## src/rtl/sprite_tick_pkg.sv

```systemverilog
// Shared constants and types for the sprite timebase.
package sprite_tick_pkg;

  localparam int unsigned SYS_CLK_HZ = 100_000_000;
  localparam int unsigned DEF_CNT_W  = 22;
  localparam int unsigned DEF_DIV    = 3_000_000;

  typedef logic [DEF_CNT_W-1:0] tick_div_t;

endpackage

```

## src/rtl/sprite_tick_chan.sv

```systemverilog
// One timebase channel: divisor register, counter, tick pulse and optional wave.
// The wave flop exists only when SPRITE_TICK_GEN_WAVE_EN is defined; otherwise wave_o is 0.
module sprite_tick_chan
  import sprite_tick_pkg::*;
#(
  parameter int unsigned CNT_W       = DEF_CNT_W,
  parameter int unsigned DEFAULT_DIV = DEF_DIV
) (
  input  logic             clk_i,
  input  logic             rst_i,
  input  logic             en_i,
  input  logic             resync_i,
  input  logic             wr_i,
  input  logic [CNT_W-1:0] wr_div_i,
  output logic             tick_o,
  output logic             wave_o
);

  localparam logic [CNT_W-1:0] DIV_RST = CNT_W'(DEFAULT_DIV);
  localparam logic [CNT_W-1:0] ONE     = CNT_W'(1);

  logic [CNT_W-1:0] div_q, div_d;
  logic [CNT_W-1:0] cnt_q, cnt_d;
  logic             tick_q, tick_d;
  logic [CNT_W-1:0] lim_s;
  logic             wrap_s;

  // Zero divisor behaves as one; the subtraction happens after the clamp so it never underflows.
  assign lim_s  = ((div_q == '0) ? ONE : div_q) - ONE;
  // Using >= lets a lowered divisor wrap at once instead of running through the full range.
  assign wrap_s = en_i & ~resync_i & (cnt_q >= lim_s);

  // Next-state for divisor, counter and tick; resync wins over counting.
  always_comb begin
    div_d  = div_q;
    cnt_d  = cnt_q;
    tick_d = 1'b0;
    if (wr_i) begin
      div_d = wr_div_i;
    end else begin
      div_d = div_q;
    end
    if (resync_i) begin
      cnt_d = '0;
    end else if (wrap_s) begin
      cnt_d  = '0;
      tick_d = 1'b1;
    end else if (en_i) begin
      cnt_d = cnt_q + ONE;
    end else begin
      cnt_d = cnt_q;
    end
  end

  // Channel state registers with asynchronous reset.
  always_ff @(posedge clk_i or posedge rst_i) begin
    if (rst_i) begin
      div_q  <= DIV_RST;
      cnt_q  <= '0;
      tick_q <= 1'b0;
    end else begin
      div_q  <= div_d;
      cnt_q  <= cnt_d;
      tick_q <= tick_d;
    end
  end

  assign tick_o = tick_q;

`ifdef SPRITE_TICK_GEN_WAVE_EN
  logic wave_q, wave_d;

  // Wave toggles on every wrap, giving a 50 % duty square at half the tick rate.
  always_comb begin
    wave_d = wave_q ^ wrap_s;
  end

  // Wave register with asynchronous reset.
  always_ff @(posedge clk_i or posedge rst_i) begin
    if (rst_i) begin
      wave_q <= 1'b0;
    end else begin
      wave_q <= wave_d;
    end
  end

  assign wave_o = wave_q;
`else
  assign wave_o = 1'b0;
`endif

endmodule

```

## src/rtl/sprite_tick_gen.sv

```systemverilog
// Multi-channel sprite timebase: NCH independent programmable tick generators.
// Optional feature macro: SPRITE_TICK_GEN_WAVE_EN builds the per-channel wave outputs.
module sprite_tick_gen
  import sprite_tick_pkg::*;
#(
  parameter int unsigned NCH         = 4,
  parameter int unsigned CNT_W       = DEF_CNT_W,
  parameter int unsigned DEFAULT_DIV = DEF_DIV,
  parameter int unsigned CH_W        = (NCH > 1) ? $clog2(NCH) : 1
) (
  input  logic             CLK_100MHz,
  input  logic             RST,
  input  logic [NCH-1:0]   en,
  input  logic             resync,
  input  logic             wr_en,
  input  logic [CH_W-1:0]  wr_ch,
  input  logic [CNT_W-1:0] wr_div,
  output logic [NCH-1:0]   tick,
  output logic [NCH-1:0]   wave
);

  logic [NCH-1:0] wr_sel_s;

  for (genvar i = 0; i < NCH; i++) begin : g_ch
    // Channels that do not exist never match, so out-of-range wr_ch is ignored.
    assign wr_sel_s[i] = wr_en & (wr_ch == CH_W'(i));

    sprite_tick_chan #(
      .CNT_W       (CNT_W),
      .DEFAULT_DIV (DEFAULT_DIV)
    ) u_chan (
      .clk_i    (CLK_100MHz),
      .rst_i    (RST),
      .en_i     (en[i]),
      .resync_i (resync),
      .wr_i     (wr_sel_s[i]),
      .wr_div_i (wr_div),
      .tick_o   (tick[i]),
      .wave_o   (wave[i])
    );
  end

endmodule

```

## config.mk

```make
export PLATFORM = sky130hd
export DESIGN_NAME = sprite_tick_gen
export DESIGN_NICKNAME = d
export VERILOG_FILES = /design/src/rtl/sprite_tick_pkg.sv /design/src/rtl/sprite_tick_chan.sv /design/src/rtl/sprite_tick_gen.sv
export SDC_FILE = /design/constraint.sdc
export NUM_CORES = 1
export LEC_CHECK = 0
export CAP_MARGIN = 20
export CELL_PAD_IN_SITES_DETAIL_PLACEMENT = 0
export CELL_PAD_IN_SITES_GLOBAL_PLACEMENT = 1
export CORE_MARGIN = 5
export CORE_UTILIZATION = 45
export DETAILED_ROUTE_END_ITERATION = 12
export PLACE_DENSITY_LB_ADDON = 0.25
export SLEW_MARGIN = 20
export SYNTH_ARGS = -nofsm -noshare
export SYNTH_HDL_FRONTEND = slang
export SYNTH_SLANG_ARGS = --single-unit
```

## constraint.sdc

```tcl
create_clock -name CLK_100MHz -period 6.8 [get_ports CLK_100MHz]
set_input_delay 1.02 -clock CLK_100MHz [delete_from_list [all_inputs] [get_ports CLK_100MHz]]
set_output_delay 1.02 -clock CLK_100MHz [all_outputs]
set_load 0.1 [all_outputs]
```

Word level (Yosys, flattened, before mapping)
Cells that the tools add are included.
{ "word_totals": {"elab_cells": 73, "register_bits": 180, "output_inout_bits": 8, "in_bits": 32} }
{ "op_classes": {"order_cmp": 4, "n_bitwise": 13, "mux": 24, "reduce_logical": 9, "eq_ne": 3, "addsub": 8} }
{ "ops": {"columns": ["operator", "n"], "rows": [
  ["$mux 22", 16],
  ["$add 22x1->22 const B", 4],
  ["$ge 22x22->1", 4],
  ["$logic_not 22->1", 4],
  ["$sub 22x1->22 const B", 4],
  ["$and 1x1->1", 12],
  ["$reduce_bool 3->1", 4],
  ["$mux 1", 8],
  ["$eq 2x2->1 const B", 2],
  ["$eq 2x1->1 const B", 1],
  ["$logic_not 2->1", 1],
  ["$not 1->1", 1]
]} }

Depth between registers and ports, before layout
{ "logic_depth": {"ltp_word": 7, "depth_mapped": 21, "depth_no_buf": 20} }

By module
From an unflattened synthesis, not the netlist that was laid out.
{ "unflattened": {"hier_cells": 1269, "hier_area_um2": 12361.9} }
{ "by_module_without_submodules": {"columns": ["mod", "cells_per_inst", "seq_area_each_um2", "instances", "area_per_inst_um2"], "rows": [
  ["sprite_tick_chan (g_ch[0].u_chan ...)", 314, 1138.6, 3, 3095.5],
  ["sprite_tick_chan (g_ch[3].u_chan)", 323, 1138.6, 1, 3037.9],
  ["sprite_tick_gen", 4, 0.0, 1, 37.5]
]} }

Least setup slack after synthesis
Ideal clock, no wire load.
{ "synth_timing": {"kind": "flip-flop to flip-flop", "start": "register g_ch[2].u_chan.div_q[3]", "end": "register g_ch[2].u_chan.cnt_q[6]", "synth_period_minus_slack_ps": 4901, "path_slack_ps": 1899, "setup_ps": 110, "required_time_ps": 6690, "n_path_buf": 2, "path_stages_with_launch": 20, "arrival_time_ps": 4791, "cell_sequence": "dfrtp_1 -> or4_4 -> or4_4 -> or4_4 -> nor4_1 -> nor2_1 -> ha_1 -> nand2b_1 -> nor2_1 -> nand2_1 -> xor2_1 -> ha_1 -> and2_1 -> a221o_1 -> a221oi_1 -> and3_1 -> clkbuf_1 -> nand3_1 -> clkbuf_1 -> o41ai_1"} }
{ "synth_between": {"elab_chain_len": 7, "word_cells_on_any_way": 8, "cone_classes": "add/sub: 1; order compare: 1; mux: 3; bitwise: 1; reduce/logical: 2"} }
{ "synth_lines": {"columns": ["item", "line", "text"], "rows": [
  ["start: declaration", "sprite_tick_chan.sv:22", "logic [CNT_W-1:0] div_q, div_d;"],
  ["start signal: assignment", "sprite_tick_chan.sv:62", "div_q <= div_d;"],
  ["$logic_not 22->1", "sprite_tick_chan.sv:29", "assign lim_s = ((div_q == '0) ? ONE : div_q) - ONE;"],
  ["$mux 22 *", "sprite_tick_chan.sv:29", null],
  ["$sub 22x1->22 *", "sprite_tick_chan.sv:29", null],
  ["$ge 22x22->1 *", "sprite_tick_chan.sv:31", "assign wrap_s = en_i & ~resync_i & (cnt_q >= lim_s);"],
  ["$and 1x1->1 *", "sprite_tick_chan.sv:31", null],
  ["$mux 22", "sprite_tick_chan.sv:45", "end else if (wrap_s) begin"],
  ["$mux 22", "sprite_tick_chan.sv:43", "if (resync_i) begin"],
  ["end signal: assignment", "sprite_tick_chan.sv:63", "cnt_q <= cnt_d;"],
  ["end: declaration", "sprite_tick_chan.sv:23", "logic [CNT_W-1:0] cnt_q, cnt_d;"]
]} }
Every way passes the cells marked *; elsewhere a longest branch is shown, timed or not.
A chain may end at the register's enable or synchronous reset.

Final worst setup path
{ "layout_timing": {"start": "register g_ch[0].u_chan.div_q[16]", "end": "register g_ch[0].u_chan.cnt_q[11]"} }
{ "layout_between": {"elab_chain_len": 7, "word_cells_on_any_way": 8, "cone_classes": "add/sub: 1; order compare: 1; mux: 3; bitwise: 1; reduce/logical: 2"} }
{ "layout_lines": {"columns": ["item", "line"], "rows": [
  ["start: declaration", "sprite_tick_chan.sv:22"],
  ["start signal: assignment", "sprite_tick_chan.sv:62"],
  ["$logic_not 22->1", "sprite_tick_chan.sv:29"],
  ["$mux 22 *", "sprite_tick_chan.sv:29"],
  ["$sub 22x1->22 *", "sprite_tick_chan.sv:29"],
  ["$ge 22x22->1 *", "sprite_tick_chan.sv:31"],
  ["$and 1x1->1 *", "sprite_tick_chan.sv:31"],
  ["$mux 22", "sprite_tick_chan.sv:45"],
  ["$mux 22", "sprite_tick_chan.sv:43"],
  ["end signal: assignment", "sprite_tick_chan.sv:63"],
  ["end: declaration", "sprite_tick_chan.sv:23"]
]} }
Marked as above.

==> impl_results.md <==
* Element type at the critical path end: flop
* First-pass GRT wire length at 46.7 mm
* Die height at 172 microns
* Gate power share at 0.185
* Inst Count DP at 1562
* HP Class: reg -> reg
* Worst-Skew Late Latency at 440 ps
* CTS tree: built
* Yosys cell types at 66
* Crit path launch type: flop
* Met1 GRT Util at 0.285
* Netlist Area Pre-Place at 11800 sq um
* Routed Wire Length at 28.0 mm
* Full die area at 29500 sq um
* Boundary pin count at 40
* CTS Hold Bufs at 0
* Avg Synthesized Cell Area at 9.65 sq um
* Grt met3 use at 0.0292
* Slew Limit Headroom at 0.287
* Fraction of layout cells with a size suffix above 1 at 0.155
* Power Internal at 2050 uW
* Vias in the first global route at 8763
* Max_cap viols at 0
* Net Switching at 863 uW
* Reg-to-reg endpoint: g_ch[0].u_chan.cnt_q[11]
* Clock Pin Slew Worst Setup and Hold Paths at 80 ps
* Crit path max fanout at 13
* Commonest register cell after synthesis: dfrtp_1
* WHS Path Cells at 1
* Initial antenna violation count at 0
* Top cells by area, synth: dfrtp_1 30%, ha_1 10%, dfstp_2 8.9%
* Post-CTS setup buffers at 0
* Detail Route Antenna Nets at 0
* Min-delay src: g_ch[1].u_chan.cnt_q[20]
* Row count at 59
* Final slew viol count at 0
* Hold path endpoint: g_ch[1].u_chan.cnt_q[20]
* CTS resizes at 0
* Power Total at 2920 uW
* ANT cells at 0
* Crit path DAT at 5720 ps
* Place WS at 1420 ps
* Largest net degree at the start of global routing at 181
* EDFF count, synth at 0
* Sw Share at 0.296
* CP Data Required Time at 7160 ps
* Post-synth ARST share at 1.00
* Routed WL per cell at 17.6 microns
* RSZ-0062 raised after global routing: false
* Core area at 25900 sq um
* GR Overflow Total at 0
* Final hold viol count at 0
* Reg2Reg Depth at 21
* Min cycle time layout at 5360 ps
* Synth Register Bits at 180
* Final nets at 1375
* Worst R2R Setup Slack at 1440 ps
* Setup violators final at 0
* Met2 Use GR at 0.315
* Clk root buf: clkbuf_16
* Total negative slack at 0 ps
* Slew of the pin with the lowest slew margin at 1070 ps
* Synth top area share at 0.297
* Synth Instances at 1221
* Final cycle utilization of the critical path at 0.789
* Pwr dens at 223 nW/um^2
* DRC at 0
* Dominant cell type by area after synthesis: dfrtp_1
* Sequential share of the synthesized area at 0.387
* Htree depth at 4
* Overall die width at 172 microns
* Crit Path Class: reg -> reg
* Aggregate global-route resource usage at 0.196
* # port buffers at 35
* Dpl hpwl at 19.7 mm
* Yosys warnings at 0
* CTS buffer count at 17
* Initial Utilization at 0.455
* Setup ws final at 1440 ps
* Fin Clk Skew at 16.2 ps
* R2r startpoint: g_ch[0].u_chan.div_q[16]
* First DRT Iteration DRCs at 590
* Vias at 9128
* Sink Count at 180
* FMAX at 0.186 GHz
* Status: finished clean
* Max clock buf depth at 2
* LEAKAGE at 0.00540 uW
* VDD IR max at 0.171 mV
* Seq pwr share at 0.460
* Placer Congestion at 0.769
* Area Overhead vs Synth at 11.2%
* Clock share of power at 0.355
* Non-Filler Instances at 1595
* Vias per inst at 5.72
* Busiest grt layer: met2
* Detailed Routing Iterations Pass 1 at 4
-- worst max-delay path, stage by stage (launching register included) --
cell	delay, ps
dfstp_2	580
or4_1	160
nor4_1	70
and4_1	180
a31oi_1	240
ha_1	240
or3b_2	470
nor3_1	260
nand2_1	140
nor3_1	260
nand2b_1	190
nor3_1	200
xnor2_1	160
ha_1	290
nand4_1	150
nor4_1	90
a221oi_1	360
o211a_1	360
nand3_1	210
buf_4	240
or3_1	340
o21ai_0	80
-- per-stage QoR --
stage | hold WS [ps] | utilization | instance area, sq um
floorplan | 465 | - | 11800
global placement | 510 | 0.482 | 12500
detailed placement | 515 | 0.482 | 12500
CTS | 527 | 0.505 | 13100
global route | 558 | 0.506 | 13100
finish | 522 | 0.506 | 13100
-- worst max-delay path by stage --
stage | slack, ps | startpoint | end | cells past startpoint
finish | 1440 | g_ch[0].u_chan.div_q[16] | g_ch[0].u_chan.cnt_q[11] | 21
floorplan | 960 | RST | g_ch[0].u_chan.cnt_q[0] | 1
CTS | 1400 | g_ch[2].u_chan.div_q[3] | g_ch[2].u_chan.cnt_q[10] | 17
detailed placement | 1420 | g_ch[2].u_chan.div_q[3] | g_ch[2].u_chan.cnt_q[12] | 17
global route | 970 | g_ch[2].u_chan.div_q[3] | g_ch[2].u_chan.cnt_q[12] | 17
global placement | 1560 | g_ch[2].u_chan.div_q[3] | g_ch[2].u_chan.cnt_q[6] | 17
-- power by group through the flow --
stage	sequential, uW	combinational, uW	clock, uW
after floorplan	1320	417	0
after global placement	1350	532	0
after detailed placement	1360	541	0
after CTS	1340	547	1060
after global routing	1360	614	1100
final	1340	539	1040
-- layout make-up --
cell class | count | area [sq um]
Inverter | 21 | 83.8
Clock inverter | 15 | 180
Sequential cell | 180 | 4550
Tap cell | 335 | 419
Fill cell | 2394 | 12800
Timing Repair Buffer | 47 | 457
Multi-Input combinational cell | 980 | 6980
Clock buffer | 17 | 425
-- cells in the mapped netlist (all sizes together), types with 16 or more instances --
cell and count:
dfrtp 140, nand2 106, ha 96, mux2 89, nor2 84, o21ai 62, nand3 53, xnor2 53
a21oi 48, nor3 44, dfstp 40, and3 26, clkbuf 26, nand4 25, nor4 23, nor2b 22
inv 21, xor2 19, o31ai 18, a31oi 17, and2 17, buf 17, a21o 16
-- layout by cell type, fill, tap and decap left out, types with 19 or more instances in the layout --
cell,n
a21oi_1,48
and3_1,26
clkdlybuf4s50_1,35
dfrtp_1,140
dfstp_2,40
ha_1,96
inv_1,20
mux2_2,89
nand2_1,106
nand3_1,53
nand4_1,25
nor2_1,80
nor2b_1,22
nor3_1,44
nor4_1,23
o21ai_0,62
xnor2_1,53
xor2_1,19
-- cells by family (layout without fill, tap and decap cells) --
family,count (synthesis),count (layout),share of synthesized area
AND/OR/NAND/NOR,472,472,0.208
XOR/XNOR,72,72,0.0535
multiplexers,94,94,0.0893
buffers and inverters,64,100,0.0230
other,1,4,0.000318
AO/OA/AOI/OAI,242,242,0.138
flip-flops,180,180,0.387
adder cells (fa/ha/maj),96,96,0.102
-- routing by layer --
metal / vias up / wire length, microns
met5: - / 0
met4: 0 / 290
met3: 20 / 628
met2: 85 / 13100
met1: 4423 / 14000
li1: 4600 / -
-- registers in the layout (all words and copies together) (netlist names) --
signal,flops
g_ch.u_chan.tick_o,4
g_ch.u_chan.div_q,88
g_ch.u_chan.cnt_q,88
Power figures use the tool's default switching activity.
